--- src/rtl/reg_file_sb.sv ---
// Register file with two combinational read ports, one write port and a per-entry pending scoreboard.
// Define REG_FILE_SB_BYPASS_EN to forward same-cycle write data and reservation state to the read ports.
module reg_file_sb #(
  parameter int WIDTH  = 16,
  parameter int ADDR_W = 3
) (
  input  logic              clk,
  input  logic              reset,
  input  logic              wr,
  input  logic [ADDR_W-1:0] wr_addr,
  input  logic [WIDTH-1:0]  d_in,
  input  logic              rsv,
  input  logic [ADDR_W-1:0] rsv_addr,
  input  logic [ADDR_W-1:0] rd_addr_a,
  input  logic [ADDR_W-1:0] rd_addr_b,
  output logic [WIDTH-1:0]  d_out_a,
  output logic [WIDTH-1:0]  d_out_b,
  output logic              busy_a,
  output logic              busy_b,
  output logic [ADDR_W:0]   pend_cnt,
  output logic              rsv_err
);

  localparam int DEPTH = 1 << ADDR_W;

  logic [WIDTH-1:0] mem [DEPTH];
  logic [DEPTH-1:0] pend;
  logic             same_addr;
  logic             cnt_inc;
  logic             cnt_dec;
  logic             err_set;

  // A same-address write cannot clear a bit that is re-reserved on the same edge.
  always_comb begin
    same_addr = wr && rsv && (wr_addr == rsv_addr);
    cnt_inc   = rsv && !pend[rsv_addr];
    cnt_dec   = wr && pend[wr_addr] && !same_addr;
    err_set   = rsv && pend[rsv_addr] && !same_addr;
  end

  always_ff @(posedge clk or posedge reset) begin
    if (reset) begin
      for (int i = 0; i < DEPTH; i++) begin
        mem[i] <= '0;
      end
      pend     <= '0;
      pend_cnt <= '0;
      rsv_err  <= 1'b0;
    end else begin
      if (wr) begin
        mem[wr_addr]  <= d_in;
        pend[wr_addr] <= 1'b0;
      end
      if (rsv) begin
        pend[rsv_addr] <= 1'b1;
      end
      pend_cnt <= pend_cnt + (ADDR_W+1)'(cnt_inc) - (ADDR_W+1)'(cnt_dec);
      if (err_set) begin
        rsv_err <= 1'b1;
      end
    end
  end

`ifdef REG_FILE_SB_BYPASS_EN
  logic fwd_a;
  logic fwd_b;

  always_comb begin
    fwd_a   = wr && !reset && (wr_addr == rd_addr_a);
    fwd_b   = wr && !reset && (wr_addr == rd_addr_b);
    d_out_a = fwd_a ? d_in : mem[rd_addr_a];
    d_out_b = fwd_b ? d_in : mem[rd_addr_b];
    busy_a  = fwd_a ? same_addr : pend[rd_addr_a];
    busy_b  = fwd_b ? same_addr : pend[rd_addr_b];
  end
`else
  always_comb begin
    d_out_a = mem[rd_addr_a];
    d_out_b = mem[rd_addr_b];
    busy_a  = pend[rd_addr_a];
    busy_b  = pend[rd_addr_b];
  end
`endif

endmodule
--- config.mk ---
export PLATFORM = sky130hd
export DESIGN_NAME = reg_file_sb
export DESIGN_NICKNAME = d
export VERILOG_FILES = /design/src/rtl/reg_file_sb.sv
export SDC_FILE = /design/constraint.sdc
export NUM_CORES = 1
export LEC_CHECK = 0
export ABC_AREA = 1
export BUFFER_PORTS_ARGS = -buffer_cell sky130_fd_sc_hd__buf_2
export CORE_AREA = 2 2 161 163
export DETAILED_ROUTE_END_ITERATION = 8
export DIE_AREA = 0 0 163 165
export PLACE_DENSITY = 0.54
export SLEW_MARGIN = 20
export SYNTH_ARGS = -nofsm -noshare
export SYNTH_HDL_FRONTEND = slang
export SYNTH_SLANG_ARGS = --single-unit
export TNS_END_PERCENT = 1
--- constraint.sdc ---
create_clock -name clk -period 9.5 [get_ports clk]
set_clock_uncertainty 0.15 [all_clocks]
set_input_delay 0.95 -clock clk [delete_from_list [all_inputs] [get_ports clk]]
set_output_delay 0.95 -clock clk [all_outputs]
set_load 0.02 [all_outputs]
==> flow_summary.ini, run 1 <==
[detailed_routing]
detail_route.drc_violations = 0
routedWlPerCell_um = 16.42
ant_nets = 0
dr.pass1.iters = 5
viasPerCell = 4.956
vias = 7028
wl_mm = 23.29
first_iter_violations = 543

[yosys]
synthTopCellsByArea = dfrtp_1, nand2_1, o21ai_0
synth_fp_nets = 1088
netlist_area_um2 = 7970
syn_inst = 1051
yosysWarningCount = 0
async_flop_share_pct = 100.0
synth_cell_types = 25
synthTopCellsByCount = nand2_1, o21ai_0, dfrtp_1, inv_1, a21oi_1
ys_ff_latch = 141
synth.avg_cell_area_um2 = 7.583
yosysMostFrequentCell = nand2_1
ys_seq_area_share_pct = 44.27
synth_top_area_cell = dfrtp_1
synth_edf_count = 0
synth_top_area_share_pct = 44.27
synthFlopType = dfrtp_1

[pwr]
switching_share_pct = 33.13
leakagePower_nw = 4.229
comb_power_share_pct = 24.0
p_clk_share_pct = 34.2
p_switching_w = 0.0006288
seqPwrFrac_pct = 41.9
peakVddDrop_mv = 0.1196
powerDensity_nw_per_um2 = 210.9
intPower_w = 0.001269
power_w = 0.001898

[timing]
drv_slew = 0
max-slew-margin-rel_pct = 27.96
worst_pin_slew_ns = 1.074
max_freq_mhz = 251.0
timing.final.crit_share_pct = 41.94
finalSetupViolCount = 0
hold_viol = 0
post-route-min-period_ns = 3.985
fin_setup_tns_ns = 0
rsz0062_at_grt = false

[setup_path]
critical_path.max_stage_delay_ns = 0.67
cp-end-kind = output pin
cp.arrival_ns = 2.88
cp_top_family = buffers and inverters
cpMaxStageDelayCell = buf_4
critPathLaunchType = input pin
worstSetupPathType = input pin to output pin
critical_path.max_fanout = 77
r2r_cells = 11
crit_buf_inv = 3
crit_chain = buf_4 > buf_4 > a21oi_1 > o21ai_0 > nand2_1 > o21a_1 > buf_2
cp_num_cells = 7
cp_common_cell = buf_4
cp.required_ns = 8.40

[clock_tree]
cts_root_buffer = clkbuf_16
postCtsSetupBuffers = 0
cts_sinks = 141
clock_tree.buffer_depth = 2
cts-resized-gates = 0
hold_buffers = 0
numCtsBuffers = 17
path_clk_slew_ns = 0.06
clk_latency_ns = 0.42
htree_levels = 4
cts_tree = done

[hold_path]
hold_class = register to register
hold-path-cell-count = 2

[floorplan]
start_util_pct = 31.83
pin_count = 71
die_w_um = 163
die_area_um2 = 26900
core_um2 = 25040
die_h_um = 165
std_cell_rows = 58

[place]
post_dp_cell_area_um2 = 8403
io_buffer_count = 70
gp_congestion = 0.8034
dp_hpwl_mm = 14.88

[global_routing]
grt.overflow.total = 0
grt_pass1_vias = 6437
grt_usage_pct = 18.16
grt_pass1_wl_mm = 37.29
antenna_found_initial = 0
grt_max_degree = 117

[flow_run]
cap_violations = 0

[layout]
n_fill_cell = 2643
layout.nets = 1112
final_area_um2 = 8999
area_growth_pct = 12.90
drive_above_1_share_pct = 11.76
diodes = 0

[run_status]
status = complete, no violations
-- logic make-up after synthesis --
logic type	Yosys count	share of synthesized area [%]
buffers and inverters	190	10.69
and+or+nand+nor	330	16.23
xor gates and xnor gates	3	0.3297
AOI/OAI and AO/OA	382	27.60
adders and majority gates	5	0.8792
DFF	141	44.27
-- routing by layer --
layer | vias to the layer above | GRT usage [%] | wire [µm]
li1 | 3559 | - | -
met1 | 3290 | 26.55 | 11590
met2 | 158 | 27.18 | 10440
met3 | 21 | 3.214 | 882
met4 | 0 | 5.712 | 377
met5 | - | 0 | 0
-- worst reg2reg max path, cell delays in order (launching register included) --
cell     delay [ns]
dfrtp_1        0.36
inv_1          0.16
nand2_1        0.07
nand3_1        0.08
nand2_1        0.05
inv_1          0.06
nand3_1        0.14
ha_1           0.32
inv_1          0.04
ha_1           0.20
fa_1           0.38
xor2_1         0.17
-- power by group through the flow --
| stage | logic [W] | clock network (W) | registers [W] |
|---|---|---|---|
| floorplan | 0.000329 | 0 | 0.000796 |
| global placement | 0.000450 | 0 | 0.000801 |
| detailed placement | 0.000458 | 0 | 0.000803 |
| CTS | 0.000459 | 0.000665 | 0.000793 |
| global route | 0.000525 | 0.000694 | 0.000810 |
| finish | 0.000455 | 0.000649 | 0.000795 |
-- sequential cells by signal (all words and copies together) (netlist names) --
signal,flops
pend_cnt,4
mem,128
pend,8
rsv_err,1
-- layout make-up --
type	instances	area, µm²	area share, %
Clock buffer	17	425.4	4.727
Clock inverter	15	150.1	1.669
Inverter	112	426.7	4.741
Multi-Input combinational cell	720	3590	39.89
Sequential cell	141	3528	39.21
Tap cell	330	412.9	4.588
Timing Repair Buffer	83	465.4	5.172
-- path summary, 6_finish.rpt --
kind,startpoint,end,slack [ns]
max in group asynchronous,reset,mem[114],7.29
worst max-delay path,rd_addr_b[0],d_out_b[3],5.52
worst max register to register,pend[1],pend_cnt[2],7.20
worst min-delay path,rsv_err,rsv_err,0.33
worst min register to register,rsv_err,rsv_err,0.33
min in group asynchronous,reset,pend[3],0.49
-- cells in the final DEF, fill, tap and decap left out, types with 2 or more instances in the layout --
| cell | instances |
|---|---|
| nand2_1 | 274 |
| o21ai_0 | 193 |
| dfrtp_1 | 141 |
| inv_1 | 105 |
| a21oi_1 | 71 |
| o211ai_1 | 70 |
| buf_2 | 68 |
| nand3_1 | 40 |
| o21a_1 | 34 |
| clkbuf_16 | 17 |
| nor2_1 | 14 |
| buf_4 | 14 |
| clkinvlp_4 | 7 |
| o21ai_2 | 6 |
| clkinv_2 | 5 |
| o22ai_1 | 4 |
| o21ai_1 | 4 |
| ha_1 | 4 |
| inv_2 | 3 |
| xor2_1 | 2 |
| clkinv_1 | 2 |
| nor2_2 | 2 |
| bufinv_16 | 2 |
| clkinv_4 | 2 |
-- stage by stage --
stage	hold WS, ns	std cells	util (%)	setup slack (ns)
3_3_place_gp	0.3109	1385	33.56	5.512
4_1_cts	0.3227	1417	35.86	5.504
3_5_place_dp	0.3072	1385	33.56	5.499
5_1_grt	0.3453	1418	35.94	5.332
2_1_floorplan	0.3030	1051	-	4.619
6_report	0.3263	1418	35.94	5.515
Power figures use the tool's default switching activity.
==> inputs of run 2 (changes only) <==
- ABC_AREA: 1 -> 0
- CORE_AREA: 2 2 161 163 -> 2 2 159 161
- DIE_AREA: 0 0 163 165 -> 0 0 161 163
- PLACE_DENSITY: 0.54 -> 0.55
- clock period: 9.5 -> 3.48 ns (I/O delays scaled with it)
==> flow_summary.ini, run 2 <==
[clock_tree]
path_clk_slew_ns = 0.06
cts-resized-gates = 0
cts_root_buffer = clkbuf_16
numCtsBuffers = 17
clock_tree.buffer_depth = 2
cts_tree = done
htree_levels = 4
clk_latency_ns = 0.42
cts_sinks = 141

[floorplan]
pin_count = 71
die_area_um2 = 26240
std_cell_rows = 58
die_h_um = 163
core_um2 = 24670
die_w_um = 161
start_util_pct = 31.32

[yosys]
async_flop_share_pct = 100.0
ys_seq_area_share_pct = 45.65
netlist_area_um2 = 7729
synthSimpleGateAreaFrac_pct = 2.558
synth_cell_types = 32
synth_top_family_by_area = multiplexers
synthTopCellsByArea = dfrtp_1, mux2_2, mux4_2
synthTopCellsByCount = mux2_2, dfrtp_1, mux4_2, buf_2
synth_compound_area_share_pct = 1.133
synth_top_area_cell = dfrtp_1
yosysWarningCount = 0
ys_ff_latch = 141
synth_fp_nets = 503
synthAdderAreaFrac_pct = 0.9066
synth.avg_cell_area_um2 = 16.59
synth_edf_count = 0
yosysMostFrequentCell = mux2_2
synthFlopType = dfrtp_1
synth_xor_area_share_pct = 0.6799
synth_top_area_share_pct = 45.65
syn_inst = 466
synth_mux_area_share_pct = 45.38

[timing]
timing.final.crit_share_pct = 76.10
max_freq_mhz = 377.6
worst_pin_slew_ns = 0.7377
rsz0062_at_grt = false
post-route-min-period_ns = 2.648
hold_viol = 0
max-slew-margin-rel_pct = 50.72
drv_slew = 0
finalSetupViolCount = 0
fin_setup_tns_ns = 0

[global_routing]
grt_pass1_wl_mm = 29.58
grt_pass1_vias = 5050
grt_usage_pct = 15.14
antenna_found_initial = 1
grt_max_degree = 63
grt.overflow.total = 0

[detailed_routing]
wl_mm = 19.09
detail_route.drc_violations = 0
first_iter_violations = 204
ant_nets = 0
viasPerCell = 5.243
dr.pass1.iters = 4
vias = 4624
routedWlPerCell_um = 21.64

[place]
gp_congestion = 0.7267
io_buffer_count = 70
dp_hpwl_mm = 11.89

[setup_path]
cpMaxStageDelayCell = mux4_2
r2r_cells = 8
crit_chain = buf_2 > buf_4 > mux4_2 > mux2_2 > buf_2
critical_path.max_fanout = 13
critical_path.max_stage_delay_ns = 0.53
cp.arrival_ns = 2.15
worstSetupPathType = input pin to output pin
cp_common_cell = buf_2
critPathLaunchType = input pin
cp.required_ns = 2.98
cp-end-kind = output pin

[layout]
area_growth_pct = 16.92
layout.nets = 577
most-common-layout-cells = mux2_2, dfrtp_1, mux4_2, buf_2, clkbuf_16
top_regs = mem (128), pend (8), pend_cnt (4)
layout_commonest_cell = mux2_2
diodes = 0
n_fill_cell = 2347
fin_util_pct = 36.62
largest_register = mem
largest_register_ffs = 128
drive_above_1_share_pct = 65.22

[hold_path]
hold-path-cell-count = 3
hold_class = input pin to register

[pwr]
powerDensity_nw_per_um2 = 629.9
leakagePower_nw = 3.775
peakVddDrop_mv = 0.2733

[run_status]
status = complete, no violations

[flow_run]
cap_violations = 0
run 2: power breakdown:
group / internal (W) / total, W / switching (W)
sequential: 0.00202 / 0.00229 / 0.000269
combinational: 0.000875 / 0.00154 / 0.000663
clock: 0.00118 / 0.00187 / 0.000686
run 2: final timing paths:
kind,start,to,slack [ns]
worst max-delay path,rd_addr_b[0],d_out_b[5],0.83
worst min-delay path,rsv,rsv_err,0.07
worst max register to register,pend[2],pend_cnt[2],0.95
worst min register to register,rsv_err,rsv_err,0.34
max in group asynchronous,reset,mem[63],1.90
min in group asynchronous,reset,pend_cnt[2],0.46
run 2: cell type report:
type | count | area [µm²] | share of cell area (%)
sequential | 141 | 3528 | 39.05
multi-input combinational | 282 | 3915 | 43.33
inverter | 9 | 37.54 | 0.4154
timing repair buffer | 89 | 533.0 | 5.899
clock buffer | 21 | 470.5 | 5.206
tap | 330 | 412.9 | 4.569
clock inverter | 10 | 138.9 | 1.537
run 2: logic make-up after synthesis:
group	count (synthesis)
multiplexers	236
flip-flops	141
buffers and inverters	43
AND/OR/NAND/NOR	22
AO/OA/AOI/OAI	13
XOR/XNOR	6
adder cells (fa/ha/maj)	5
run 2: what timing repair did:
item | 4_1_cts | 5_1_grt
hold endpoints to repair | 28 | 0
buffers inserted | 0 | 0
hold buffers | 1 | 0
run 2: per-stage QoR:
stage	power [W]	cell area [µm²]	hold WS, ns	setup slack, ns	instances
global route	0.005987	9036	0.06415	0.7257	882
floorplan	0.003429	7732	0.3345	0.9599	466
global placement	0.003785	8417	0.3121	0.7039	850
CTS	0.005763	9036	0.05991	0.7926	882
finish	0.005692	9036	0.07210	0.8316	882
detailed placement	0.003874	8417	0.3255	0.6219	850
run 2: worst max-delay path: cells and delay by family:
family	cells	cell delay, ns
buf+inv	3	0.96
mux	2	0.83
run 2: routing by layer:
metal	track usage [%]	share of wire, %
met1	19.86	44
met2	25.54	50
met5	0	0.058
met4	4.586	1.8
met3	2.928	3.9
==> inputs of run 3 (changes only) <==
- PLACE_DENSITY: 0.55 -> 0.54
- clock period: 3.48 -> 2.7 ns (I/O delays scaled with it)
==> flow_summary.ini, run 3 (synthesis gave the netlist of run 2 again) <==
[floorplan]
start_util_pct = 31.32
core_um2 = 24670
std_cell_rows = 58
die_w_um = 161
pin_count = 71
die_area_um2 = 26240
die_h_um = 163

[detailed_routing]
ant_nets = 0
vias = 4635
wl_mm = 19.30
routedWlPerCell_um = 21.69
detail_route.drc_violations = 0
first_iter_violations = 215
dr.pass1.iters = 4
viasPerCell = 5.208

[timing]
timing.final.crit_share_pct = 93.13
hold_viol = 0
max_freq_mhz = 397.7
rsz0062_at_grt = false
drv_slew = 0
max-slew-margin-rel_pct = 55.14
finalSetupViolCount = 0
worst_pin_slew_ns = 0.6728
fin_setup_tns_ns = 0
post-route-min-period_ns = 2.515

[setup_path]
r2r-start = pend[3]
cp.required_ns = 2.86
cp.arrival_ns = 2.67
critPathLaunchType = register
crit_start = pend[3]
cp-end-kind = register
cp_common_cell = ha_1
crit_buf_inv = 1
critical_path.max_fanout = 5
worstSetupPathType = register to register
crit_chain = mux4_1 > mux2i_1 > nor2_1 > ha_1 > inv_1 > ha_1 > fa_1 > xor2_1
critical_path.max_stage_delay_ns = 0.52
cpMaxStageDelayCell = mux4_1
cp_top_family = adder cells

[layout]
layout.nets = 584
largest_register_ffs = 128
diodes = 0
seqCellArea_um2 = 3528
largest_register = mem
multi_input_area_um2 = 3915
top_regs = mem (128), pend (8), pend_cnt (4)
most-common-layout-cells = mux2_2, dfrtp_1, mux4_2, buf_2, buf_4
fin_util_pct = 37.22
drive_above_1_share_pct = 65.54
layout_commonest_cell = mux2_2
area_growth_pct = 18.83
n_fill_cell = 2335

[clock_tree]
clock_tree.buffer_depth = 2
clk_latency_ns = 0.42
numCtsBuffers = 17
cts_tree = done
postCtsSetupBuffers = 0
cts-resized-gates = 0
cts_sinks = 141
cts_root_buffer = clkbuf_16
path_clk_slew_ns = 0.06
htree_levels = 4

[global_routing]
grt_usage_pct = 15.52
grt_pass1_vias = 5026
grt_pass1_wl_mm = 30.34
grt.overflow.total = 0
grt_max_degree = 61
antenna_found_initial = 1

[place]
dp_hpwl_mm = 12.26
io_buffer_count = 70
gp_congestion = 0.7945

[pwr]
peakVddDrop_mv = 0.3935
powerDensity_nw_per_um2 = 822.2
power_w = 0.007551
leakagePower_nw = 3.843

[hold_path]
hold_path.startpoint = rsv_addr[1]
hold_class = input pin to register

[flow_run]
cap_violations = 0

[run_status]
status = complete, no violations
## run 3: layer usage
metal	wire length [µm]	global-route usage, %	up-vias	part of all wire, %
met4	328	5.032	2	1.7
met2	9601	25.77	123	50
li1	-	-	1987	-
met3	697	3.209	32	3.6
met5	16	0	-	0.083
met1	8656	20.43	2491	45
## run 3: layout make-up
| type | count | area share (%) |
|---|---|---|
| tap | 330 | 4.496 |
| clock inverter | 8 | 1.662 |
| timing repair buffer | 96 | 6.812 |
| clock buffer | 24 | 5.572 |
| sequential | 141 | 38.42 |
| multi-input combinational | 282 | 42.63 |
| inverter | 9 | 0.4087 |
## run 3: report_power, final
part	internal, W	switching [W]	leakage, nW
clock	0.00170	0.000902	0.319
combinational	0.00114	0.000869	1.84
sequential	0.00260	0.000341	1.68
total	0.00544	0.00211	3.84
## run 3: per-stage QoR
stage                     hold WS [ns]  cells  setup slack, ns  cell area [µm²]
final                          0.02125    890           0.1854             9184
after global routing           0.02605    890          0.05720             9184
after CTS                     0.001876    890           0.1716             9184
after detailed placement        0.2163    856           0.1370             8499
after global placement          0.2093    856           0.1605             8499
after floorplan                 0.2565    466           0.2579             7732
## run 3: worst reg2reg max path, delay by kind of cell, from the launching register on
family | cells | cell delay, ns
xor+xnor | 1 | 0.17
fa+ha+maj | 3 | 0.87
buf+inv | 1 | 0.04
flops | 1 | 0.42
mux | 2 | 0.69
simple gates | 1 | 0.07
## run 3: worst paths after layout
check | endpoint | cells past startpoint | slack [ns]
min reg2reg | rsv_err | 1 | 0.34
max | pend_cnt[2] | 8 | 0.19
min in group asynchronous | pend_cnt[3] | 3 | 0.30
max in group asynchronous | mem[62] | 4 | 1.38
min | pend[0] | 2 | 0.02
max reg2reg | pend_cnt[2] | 8 | 0.19
## run 3: repair_timing
action	in CTS	in global routing
setup endpoints to repair	0	0
hold buffers	2	0
hold endpoints to repair	21	0
